==> config.mk <==
export PLATFORM = sky130hd
export DESIGN_NAME = mc_recon_controller_flat
export DESIGN_NICKNAME = d
export VERILOG_FILES = /design/src/rtl/mc_recon_controller_if.sv /design/src/rtl/mc_recon_controller.sv /design/src/flat_wrapper.sv
export SDC_FILE = /design/constraint.sdc
export NUM_CORES = 1
export LEC_CHECK = 0
export ABC_CLOCK_PERIOD_IN_PS = 2200
export BUFFER_PORTS_ARGS = -buffer_cell sky130_fd_sc_hd__buf_2
export CAP_MARGIN = 20
export CORE_AREA = 10 10 99 101
export CTS_CLUSTER_DIAMETER = 120
export DETAILED_ROUTE_END_ITERATION = 8
export DIE_AREA = 0 0 109 111
export PLACE_DENSITY = 0.85
export SLEW_MARGIN = 5
export SYNTH_ARGS = -nofsm -noshare
export SYNTH_HDL_FRONTEND = slang
export SYNTH_SLANG_ARGS = --single-unit
==> constraint.sdc <==
create_clock -name clk -period 2.2 [get_ports clk]
set_clock_uncertainty 0.15 [all_clocks]
set_input_delay 0.11 -clock clk [delete_from_list [all_inputs] [get_ports clk]]
set_output_delay 0.11 -clock clk [all_outputs]
set_load 0.01 [all_outputs]
==> src/rtl/mc_recon_controller_if.sv <==
// Row streams of the reconstruction controller: residual and prediction rows in, clamped rows out.
// slave is the controller side, master the surrounding environment.
interface mc_recon_controller_if #(
  parameter int MB_SIZE = 4,
  parameter int PIX_W   = 8,
  parameter int RES_W   = 9
);
  logic                     res_valid;
  logic                     res_ready;
  logic [MB_SIZE*RES_W-1:0] res_row;
  logic                     pred_valid;
  logic                     pred_ready;
  logic [MB_SIZE*PIX_W-1:0] pred_row;
  logic                     rec_valid;
  logic                     rec_ready;
  logic [MB_SIZE*PIX_W-1:0] rec_row;
  logic                     rec_blk_last;

  modport master (
    output res_valid, res_row, pred_valid, pred_row, rec_ready,
    input  res_ready, pred_ready, rec_valid, rec_row, rec_blk_last
  );

  modport slave (
    input  res_valid, res_row, pred_valid, pred_row, rec_ready,
    output res_ready, pred_ready, rec_valid, rec_row, rec_blk_last
  );
endinterface

==> src/rtl/mc_recon_controller.sv <==
// Joins residual and prediction rows, adds and clamps to pixels, and sequences one luma/chroma pass.
// Optional clipped-lane statistics are enabled with `define MC_RECON_SAT_STATS_EN.
module mc_recon_controller #(
  parameter int MB_SIZE  = 4,
  parameter int PIX_W    = 8,
  parameter int RES_W    = 9,
  parameter int N_LUMA   = 16,
  parameter int N_CHROMA = 8
) (
  input  logic                  clk,
  input  logic                  reset,
  input  logic                  start,
  input  logic                  ccin,
  mc_recon_controller_if.slave  bus,
  output logic [3:0]            blk_idx,
  output logic                  busy,
  output logic                  XXINC,
  output logic                  CC_XXINC,
  output logic [15:0]           sat_count
);
  localparam int ROW_W = $clog2(MB_SIZE);
  localparam int BLK_W = 4;
  localparam logic signed [RES_W:0] PIX_MAX =
    $signed({{(RES_W+1-PIX_W){1'b0}}, {PIX_W{1'b1}}});

  typedef enum logic [1:0] {
    ST_IDLE   = 2'd0,
    ST_LUMA   = 2'd1,
    ST_CHROMA = 2'd2,
    ST_DONE   = 2'd3
  } state_t;

  state_t                   state_r;
  logic                     chroma_r;
  logic [ROW_W-1:0]         row_cnt_r;
  logic [BLK_W-1:0]         blk_cnt_r;
  logic                     rec_valid_r;
  logic                     rec_blk_last_r;
  logic [MB_SIZE*PIX_W-1:0] rec_row_r;
  logic                     xxinc_r;
  logic                     cc_xxinc_r;

  logic                     in_pass_s;
  logic                     space_s;
  logic                     fire_s;
  logic                     row_last_s;
  logic                     blk_last_s;
  logic [MB_SIZE*PIX_W-1:0] rec_next_s;

  function automatic logic signed [RES_W:0] lane_sum(input logic [PIX_W-1:0] p,
                                                     input logic [RES_W-1:0] r);
    lane_sum = $signed({{(RES_W+1-PIX_W){1'b0}}, p}) + $signed({r[RES_W-1], r});
  endfunction

  function automatic logic [PIX_W-1:0] clamp_pix(input logic signed [RES_W:0] s);
    if (s[RES_W]) begin
      clamp_pix = {PIX_W{1'b0}};
    end else if (s > PIX_MAX) begin
      clamp_pix = {PIX_W{1'b1}};
    end else begin
      clamp_pix = s[PIX_W-1:0];
    end
  endfunction

  assign in_pass_s  = (state_r == ST_LUMA) || (state_r == ST_CHROMA);
  assign space_s    = !rec_valid_r || bus.rec_ready;
  // Join: a row moves only when both sources present it and the output slot is free
  assign fire_s     = in_pass_s && space_s && bus.res_valid && bus.pred_valid;
  assign row_last_s = (row_cnt_r == ROW_W'(MB_SIZE-1));
  assign blk_last_s = (state_r == ST_CHROMA) ? (blk_cnt_r == BLK_W'(N_CHROMA-1))
                                             : (blk_cnt_r == BLK_W'(N_LUMA-1));

  assign bus.res_ready    = fire_s;
  assign bus.pred_ready   = fire_s;
  assign bus.rec_valid    = rec_valid_r;
  assign bus.rec_row      = rec_row_r;
  assign bus.rec_blk_last = rec_blk_last_r;
  assign blk_idx          = blk_cnt_r;
  assign busy             = (state_r != ST_IDLE);
  assign XXINC            = xxinc_r;
  assign CC_XXINC         = cc_xxinc_r;

  // Per-lane add and clamp of the presented rows
  always_comb begin
    rec_next_s = '0;
    for (int i = 0; i < MB_SIZE; i++) begin
      rec_next_s[i*PIX_W +: PIX_W] =
        clamp_pix(lane_sum(bus.pred_row[i*PIX_W +: PIX_W], bus.res_row[i*RES_W +: RES_W]));
    end
  end

  // Pass sequencer with output row register and done pulses
  always_ff @(posedge clk) begin
    if (reset) begin
      state_r        <= ST_IDLE;
      chroma_r       <= 1'b0;
      row_cnt_r      <= '0;
      blk_cnt_r      <= '0;
      rec_valid_r    <= 1'b0;
      rec_blk_last_r <= 1'b0;
      rec_row_r      <= '0;
      xxinc_r        <= 1'b0;
      cc_xxinc_r     <= 1'b0;
    end else begin
      xxinc_r    <= 1'b0;
      cc_xxinc_r <= 1'b0;

      if (fire_s) begin
        rec_row_r      <= rec_next_s;
        rec_blk_last_r <= row_last_s;
        rec_valid_r    <= 1'b1;
      end else if (bus.rec_ready) begin
        rec_valid_r    <= 1'b0;
      end else begin
        rec_valid_r    <= rec_valid_r;
      end

      case (state_r)
        ST_IDLE: begin
          if (start) begin
            chroma_r <= ccin;
            state_r  <= ccin ? ST_CHROMA : ST_LUMA;
          end else begin
            state_r  <= ST_IDLE;
          end
        end
        ST_LUMA, ST_CHROMA: begin
          if (fire_s) begin
            if (row_last_s) begin
              row_cnt_r <= '0;
              if (blk_last_s) begin
                blk_cnt_r <= '0;
                state_r   <= ST_DONE;
              end else begin
                blk_cnt_r <= blk_cnt_r + BLK_W'(1);
              end
            end else begin
              row_cnt_r <= row_cnt_r + ROW_W'(1);
            end
          end else begin
            row_cnt_r <= row_cnt_r;
          end
        end
        ST_DONE: begin
          // The done pulse waits until the final row has left the output register
          if (!rec_valid_r || bus.rec_ready) begin
            xxinc_r    <= !chroma_r;
            cc_xxinc_r <= chroma_r;
            state_r    <= ST_IDLE;
          end else begin
            state_r    <= ST_DONE;
          end
        end
        default: begin
          state_r <= ST_IDLE;
        end
      endcase
    end
  end

`ifdef MC_RECON_SAT_STATS_EN
  localparam int CLIP_W = $clog2(MB_SIZE+1);

  logic [15:0]       sat_count_r;
  logic [CLIP_W-1:0] clip_cnt_s;
  logic [16:0]       sat_sum_s;

  function automatic logic lane_clipped(input logic signed [RES_W:0] s);
    lane_clipped = s[RES_W] || (s > PIX_MAX);
  endfunction

  // Number of lanes of the presented row that hit either clamp bound
  always_comb begin
    clip_cnt_s = '0;
    for (int i = 0; i < MB_SIZE; i++) begin
      clip_cnt_s = clip_cnt_s + CLIP_W'(lane_clipped(
        lane_sum(bus.pred_row[i*PIX_W +: PIX_W], bus.res_row[i*RES_W +: RES_W])));
    end
  end

  assign sat_sum_s = {1'b0, sat_count_r} + 17'(clip_cnt_s);
  assign sat_count = sat_count_r;

  // Saturating per-pass clip counter, cleared when a pass is accepted
  always_ff @(posedge clk) begin
    if (reset) begin
      sat_count_r <= 16'h0000;
    end else if ((state_r == ST_IDLE) && start) begin
      sat_count_r <= 16'h0000;
    end else if (fire_s) begin
      sat_count_r <= sat_sum_s[16] ? 16'hFFFF : sat_sum_s[15:0];
    end else begin
      sat_count_r <= sat_count_r;
    end
  end
`else
  assign sat_count = 16'h0000;
`endif
endmodule

==> src/flat_wrapper.sv <==
// flat-port wrapper written by rule: the top's interface ports become plain ports
module mc_recon_controller_flat 
#(
  parameter int MB_SIZE  = 4,
  parameter int PIX_W    = 8,
  parameter int RES_W    = 9,
  parameter int N_LUMA   = 16,
  parameter int N_CHROMA = 8
)
  (clk, reset, start, ccin, blk_idx, busy, XXINC, CC_XXINC, sat_count, bus_res_valid, bus_res_row, bus_pred_valid, bus_pred_row, bus_rec_ready, bus_res_ready, bus_pred_ready, bus_rec_valid, bus_rec_row, bus_rec_blk_last);
  mc_recon_controller_if #(.MB_SIZE(MB_SIZE), .PIX_W(PIX_W), .RES_W(RES_W)) bus_i ();
  input  logic clk;
  input  logic reset;
  input  logic start;
  input  logic ccin;
  output logic [3:0] blk_idx;
  output logic busy;
  output logic XXINC;
  output logic CC_XXINC;
  output logic [15:0] sat_count;
  input wire logic [$bits(bus_i.res_valid)-1:0] bus_res_valid;
  input wire logic [$bits(bus_i.res_row)-1:0] bus_res_row;
  input wire logic [$bits(bus_i.pred_valid)-1:0] bus_pred_valid;
  input wire logic [$bits(bus_i.pred_row)-1:0] bus_pred_row;
  input wire logic [$bits(bus_i.rec_ready)-1:0] bus_rec_ready;
  output wire logic [$bits(bus_i.res_ready)-1:0] bus_res_ready;
  output wire logic [$bits(bus_i.pred_ready)-1:0] bus_pred_ready;
  output wire logic [$bits(bus_i.rec_valid)-1:0] bus_rec_valid;
  output wire logic [$bits(bus_i.rec_row)-1:0] bus_rec_row;
  output wire logic [$bits(bus_i.rec_blk_last)-1:0] bus_rec_blk_last;
  assign bus_i.res_valid = bus_res_valid;
  assign bus_i.res_row = bus_res_row;
  assign bus_i.pred_valid = bus_pred_valid;
  assign bus_i.pred_row = bus_pred_row;
  assign bus_i.rec_ready = bus_rec_ready;
  assign bus_res_ready = bus_i.res_ready;
  assign bus_pred_ready = bus_i.pred_ready;
  assign bus_rec_valid = bus_i.rec_valid;
  assign bus_rec_row = bus_i.rec_row;
  assign bus_rec_blk_last = bus_i.rec_blk_last;
  mc_recon_controller #(.MB_SIZE(MB_SIZE), .PIX_W(PIX_W), .RES_W(RES_W), .N_LUMA(N_LUMA), .N_CHROMA(N_CHROMA)) u_core (.clk(clk), .reset(reset), .start(start), .ccin(ccin), .bus(bus_i), .blk_idx(blk_idx), .busy(busy), .XXINC(XXINC), .CC_XXINC(CC_XXINC), .sat_count(sat_count));
endmodule
==> results.sh, run 1 <==
export IMPL_status="complete, no violations"
export IMPL_timing_rr_start="u_core.state_r[0]"
export IMPL_wl_um=9220
export IMPL_hold_slack_ns=0.0507
export IMPL_num_rows=33
export IMPL_ir_drop_uv=272
export IMPL_clockBufferDepth=2
export IMPL_fin_crit_ns=2.04
export IMPL_cts_sinks=45
export IMPL_synth_edf_count=0
export IMPL_maxSlewViolCount=0
export IMPL_synth_top_area_share_pct=26.2
export IMPL_ios=134
export IMPL_initial_utilization_pct=43.1
export IMPL_ys_seq_area_share_pct=26.2
export IMPL_insertedDiodeCount=0
export IMPL_root_buffer="clkbuf_8"
export IMPL_grt_max_degree=31
export IMPL_power_density_mw_per_mm2=618
export IMPL_synth_area_leader_cell="dfxtp_1"
export IMPL_crit_required_ns=1.94
export IMPL_cp_end_kind="output port"
export IMPL_hold_viol_final=0
export IMPL_final_cell_count_no_fill=660
export IMPL_area_growth_syn_to_layout_pct=25.5
export IMPL_syn_area_mm2=0.00344
export IMPL_whs_path_depth=4
export IMPL_crit_fanout=15
export IMPL_rr_worst_depth=8
export IMPL_hp_start="bus_res_row[18]"
export IMPL_hpwl_um=7770
export IMPL_fin_tns_setup_ns=0
export IMPL_numCtsBuffers=5
export IMPL_crit_buf_inv=5
export IMPL_reg2reg_slack_ns=0.20
export IMPL_synth_area_leaders="dfxtp_1 26%, ha_1 14%, a21oi_1 7.7%"
export IMPL_hold_path_class="in -> reg"
export IMPL_synth_distinct_cells=44
export IMPL_slowest_delay_ns=0.35
export IMPL_die_area_mm2=0.0121
export IMPL_clk_latency_ns=0.28
export IMPL_grt_pass1_wl_um=15300
export IMPL_cts_tree="yes"
export IMPL_setup_viol=0
export IMPL_cp_arrival_ns=1.78
export IMPL_synthFlopType="dfxtp_1"
export IMPL_critPathSlowestCell="dfxtp_2"
export IMPL_core_area_mm2=0.00797
export IMPL_tightestPinTransition_ns=0.607
export IMPL_die_height_um=111
export IMPL_cts_setup_buffers=0
export IMPL_synth_most_common_cell="a21oi_1"
export IMPL_num_vias=3433
export IMPL_drc_errors=0
export IMPL_period_share_pct=92.5
export IMPL_syn_area_per_cell_um2=8.07
export IMPL_clock_fmax_mhz=491
export IMPL_drt_iter0_markers=120
export IMPL_portBuffers=117
export IMPL_final_util_pct=54.1
export IMPL_rr_endpoint="u_core.blk_idx[3]"
export IMPL_async_flop_share_pct=0
export IMPL_dr_pass1_iters=4
export IMPL_gp_congestion=0.857
export IMPL_grt_pass1_vias=3541
export IMPL_numPlacedInstances=647
export IMPL_relSlewSlack_pct=59.5
export IMPL_max_cap_violations=0
export IMPL_nets=671
export IMPL_ant_nets=0
export IMPL_synth_commonest_cells="53 x a21oi_1, 46 x nand2_1, 45 x dfxtp_1, 38 x ha_1, 38 x o21ai_0"
export IMPL_die_w_um=109
export IMPL_crit_chain="inv_1 -> ha_4 -> nand3_1 -> nand2b_4 -> clkinv_4 -> buf_8 -> buf_4 -> buf_2"
export IMPL_start_kind="register"
export IMPL_path_class="reg -> out"
export IMPL_synth_warnings=0
export IMPL_drive_gt1_share_pct=27.9
export IMPL_cpLargestDelayFamily="buffers and inverters"
export IMPL_post_drt_wl_per_cell_um=14.0
export IMPL_via_per_inst=5.20
export IMPL_antenna_found_initial=0
export IMPL_rsz0062_at_grt="no"
export IMPL_grt_ovfl_total=0
export IMPL_ys_ff_latch=45
export IMPL_hold_path_end="u_core.bus.rec_row[16]"
export IMPL_leakage_nw=2.05
export IMPL_grt_util_all_layers_pct=14.6
export IMPL_synthesis_instances=426
export IMPL_clk_pin_slew_ns=0.08
export IMPL_htreeDepth=2
repair_timing:
item,4_1_cts,5_1_grt
endpoints found under the hold margin,2,0
resized for setup,3,4
hold buffers,5,0
cloned,0,0
pin swaps,0,0
endpoints found under the setup margin,1,28
through the flow:
stage          cell area, µm²  setup WS [ns]  power (mW)
2_1_floorplan            3490          0.194        1.76
3_3_place_gp             4130         0.0332        2.07
3_5_place_dp             4130        -0.0534        2.11
4_1_cts                  4290        0.00688        2.66
5_1_grt                  4310         0.0215        2.87
6_report                 4310          0.165        2.66
report_power, final:
group          internal (mW)  switching, mW  total, mW
Clock                  0.255          0.268      0.523
Combinational          0.512          0.644       1.16
Sequential             0.922         0.0620      0.984
Total                   1.69          0.974       2.66
routing by layer:
metal | vias up | share of wire (%) | global-route usage (%)
met5 | - | 0 | 0
met4 | 0 | 1.3 | 4.40
met3 | 12 | 7.9 | 3.31
met2 | 113 | 51 | 26.9
met1 | 1548 | 40 | 15.8
li1 | 1760 | - | -
cell usage in the layout (no fill, tap or decap), types with 2 or more instances in the layout:
master	Yosys	final
a211oi_1	9	9
a21o_1	7	7
a21oi_1	53	53
a21oi_2	3	3
a221oi_1	12	12
a221oi_2	3	3
a31oi_1	4	3
and3_1	3	3
buf_2	4	117
buf_4	17	11
clkbuf_8	0	6
clkinv_4	0	2
conb_1	1	16
dfxtp_1	45	44
dlygate4sd3_1	0	5
fa_1	4	4
ha_1	38	37
inv_1	17	17
nand2_1	46	46
nand2b_1	12	11
nand3_1	5	5
nor2_1	29	29
nor2b_1	4	4
nor3_1	5	5
o211ai_1	10	10
o21a_1	5	5
o21ai_0	38	38
or3_1	4	4
xnor2_1	16	16
xor2_1	9	9
worst max-delay path by stage:
stage	startpoint	endpoint	cells after the start
6_report	u_core.state_r[0]	bus_pred_ready	8
5_1_grt	u_core.state_r[0]	u_core.blk_idx[3]	8
4_1_cts	u_core.state_r[0]	bus_pred_ready	8
3_5_place_dp	bus_pred_row[17]	u_core.bus.rec_row[20]	8
3_3_place_gp	bus_pred_row[0]	u_core.bus.rec_row[7]	10
2_1_floorplan	u_core.state_r[1]	u_core.blk_idx[3]	9
worst register-to-register path: stages (launching register included):
cell and delay [ns]:
dfxtp_2 0.35, inv_1 0.09, ha_4 0.28, nand3_1 0.08, nand2b_4 0.19, clkinv_4 0.09
nand3_2 0.09, or4_1 0.48, a21oi_1 0.14
cell families after synthesis:
kind of cell,after synthesis,share of synthesized area [%]
AO/OA/AOI/OAI,151,28.3
XOR/XNOR,25,6.37
adder cells (fa/ha/maj),42,16.2
buffers and inverters,47,7.17
flip-flops,45,26.2
other,1,0.109
AND/OR/NAND/NOR,115,15.7
area by class of cell:
class / count / area [µm²]
Timing Repair Buffer: 134 / 733
Sequential cell: 45 / 902
Multi-Input combinational cell: 349 / 2370
Fill cell: 757 / 3660
Tap cell: 105 / 131
Clock buffer: 6 / 82.6
Inverter: 19 / 76.3
Clock inverter: 2 / 13.8
registers in the layout, summed over array words and instances (netlist names):
signal                   cells
u_core.bus.rec_valid         1
u_core.XXINC                 1
u_core.chroma_r              1
u_core.row_cnt_r             2
u_core.bus.rec_blk_last      1
u_core.CC_XXINC              1
u_core.state_r               2
u_core.bus.rec_row          32
u_core.blk_idx               4
No activity file was read; power rests on OpenSTA's default activity.
==> run 2: changes to the inputs <==
--- a/config.mk
+++ b/config.mk
@@ -12,7 +12,7 @@
 export CTS_CLUSTER_DIAMETER = 120
 export DETAILED_ROUTE_END_ITERATION = 8
 export DIE_AREA = 0 0 109 111
-export PLACE_DENSITY = 0.85
+export PLACE_DENSITY_LB_ADDON = 0.1
 export SLEW_MARGIN = 5
 export SYNTH_ARGS = -nofsm -noshare
 export SYNTH_HDL_FRONTEND = slang
==> results.sh, run 2 (synthesis gave the netlist of run 1 again) <==
export IMPL_report_power_total_mw=2.63
export IMPL_htreeDepth=2
export IMPL_crit_fanout=13
export IMPL_grt_ovfl_total=0
export IMPL_numCtsBuffers=5
export IMPL_slowest_delay_ns=0.35
export IMPL_gp_congestion=0.777
export IMPL_area_growth_syn_to_layout_pct=25.1
export IMPL_critPathSlowestCell="dfxtp_2"
export IMPL_initial_utilization_pct=43.1
export IMPL_cts_sinks=45
export IMPL_cpLargestDelayFamily="buffers and inverters"
export IMPL_num_vias=3371
export IMPL_start_kind="register"
export IMPL_die_area_mm2=0.0121
export IMPL_largest_register_ffs=32
export IMPL_grt_pass1_wl_um=15000
export IMPL_insertedDiodeCount=0
export IMPL_post_drt_wl_per_cell_um=13.8
export IMPL_critical_path_startpoint="u_core.state_r[0]"
export IMPL_grt_util_all_layers_pct=14.4
export IMPL_layout_commonest_cell="buf_2"
export IMPL_hold_viol_final=0
export IMPL_die_w_um=109
export IMPL_cts_setup_buffers=0
export IMPL_nets=672
export IMPL_cp_arrival_ns=2.09
export IMPL_power_density_mw_per_mm2=611
export IMPL_nFillCells=786
export IMPL_num_rows=33
export IMPL_cp_end_kind="register"
export IMPL_die_height_um=111
export IMPL_fin_crit_ns=2.03
export IMPL_root_buffer="clkbuf_8"
export IMPL_portBuffers=117
export IMPL_hp_start="bus_rec_ready"
export IMPL_ir_drop_uv=315
export IMPL_path_class="reg -> reg"
export IMPL_status="complete, no violations"
export IMPL_numPlacedInstances=648
export IMPL_max_cap_violations=0
export IMPL_drc_errors=0
export IMPL_setup_viol=0
export IMPL_crit_chain="inv_1 -> ha_4 -> nand3_1 -> nand2b_2 -> buf_4 -> a21oi_1 -> buf_4 -> a21oi_1 -> a311oi_2"
export IMPL_clockBufferDepth=2
export IMPL_wl_um=9120
export IMPL_cts_tree="yes"
export IMPL_clk_pin_slew_ns=0.09
export IMPL_antenna_found_initial=0
export IMPL_core_area_mm2=0.00797
export IMPL_leakage_nw=2.03
export IMPL_hold_path_class="in -> reg"
export IMPL_dr_pass1_iters=7
export IMPL_clk_latency_ns=0.30
export IMPL_crit_required_ns=2.26
export IMPL_relSlewSlack_pct=51.3
export IMPL_tightestPinTransition_ns=0.730
export IMPL_ant_nets=0
export IMPL_period_share_pct=92.4
export IMPL_grt_max_degree=37
export IMPL_drt_iter0_markers=86
export IMPL_timing_rr_start="u_core.state_r[0]"
export IMPL_grt_pass1_vias=3372
export IMPL_final_cell_mix="117 x buf_2, 53 x a21oi_1, 46 x nand2_1, 43 x dfxtp_1, 38 x o21ai_0"
export IMPL_maxSlewViolCount=0
export IMPL_drive_gt1_share_pct=28.4
export IMPL_hpwl_um=7540
export IMPL_via_per_inst=5.10
export IMPL_crit_buf_inv=3
export IMPL_final_cell_count_no_fill=661
export IMPL_rsz0062_at_grt="no"
export IMPL_ios=134
export IMPL_clock_fmax_mhz=492
run 2: path summary, 6_finish.rpt:
check / to / slack, ns / depth (start not counted)
setup / recovery: u_core.bus.rec_row[30] / 0.17 / 9
hold / removal: u_core.bus.rec_valid / 0.03 / 3
setup reg to reg: u_core.bus.rec_row[30] / 0.17 / 9
hold reg to reg: u_core.XXINC / 0.30 / 1
run 2: power breakdown:
group	leakage, nW	switching [mW]	internal, mW
clock	0.0439	0.283	0.220
combinational	1.62	0.632	0.504
sequential	0.365	0.0658	0.923
total	2.03	0.981	1.65
run 2: stage by stage:
stage	area (µm²)	setup TNS [ns]	hold WS, ns	worst slack [ns]	util [%]
after floorplan	3490	0	0.107	0.194	-
after global placement	4140	-0.0842	0.246	-0.0216	51.9
after detailed placement	4140	-0.310	0.250	-0.0873	51.9
after CTS	4270	0	0.0162	0.0638	53.6
after global routing	4300	0	0.0482	0.0159	53.9
final	4300	0	0.0287	0.168	53.9
run 2: final cells by class:
| type | instances | area (µm²) | area share (%) |
|---|---|---|---|
| multi-input cells | 349 | 2370 | 55.2 |
| inverters | 19 | 72.6 | 1.69 |
| well taps | 105 | 131 | 3.06 |
| flip-flops and latches | 45 | 903 | 21.0 |
| clock inverters | 3 | 17.5 | 0.407 |
| repair buffers | 135 | 733 | 17.1 |
| clock buffers | 5 | 68.8 | 1.60 |
run 2: layer usage:
metal	share of wire, %	GRT usage (%)
met5	0	0
met2	49	25.7
met1	42	16.4
met3	7.4	3.90
met4	1.0	3.43
run 2: tightest hold or removal path, cell delays in order:
cell and delay (ns):
buf_2 0.09, nand2b_1 0.16, a21oi_1 0.08
run 2: repair_timing:
item	CTS	global route
endpoints found under the hold margin	2	0
endpoints found under the setup margin	0	30
gates resized for setup	0	5
hold buffers	5	0
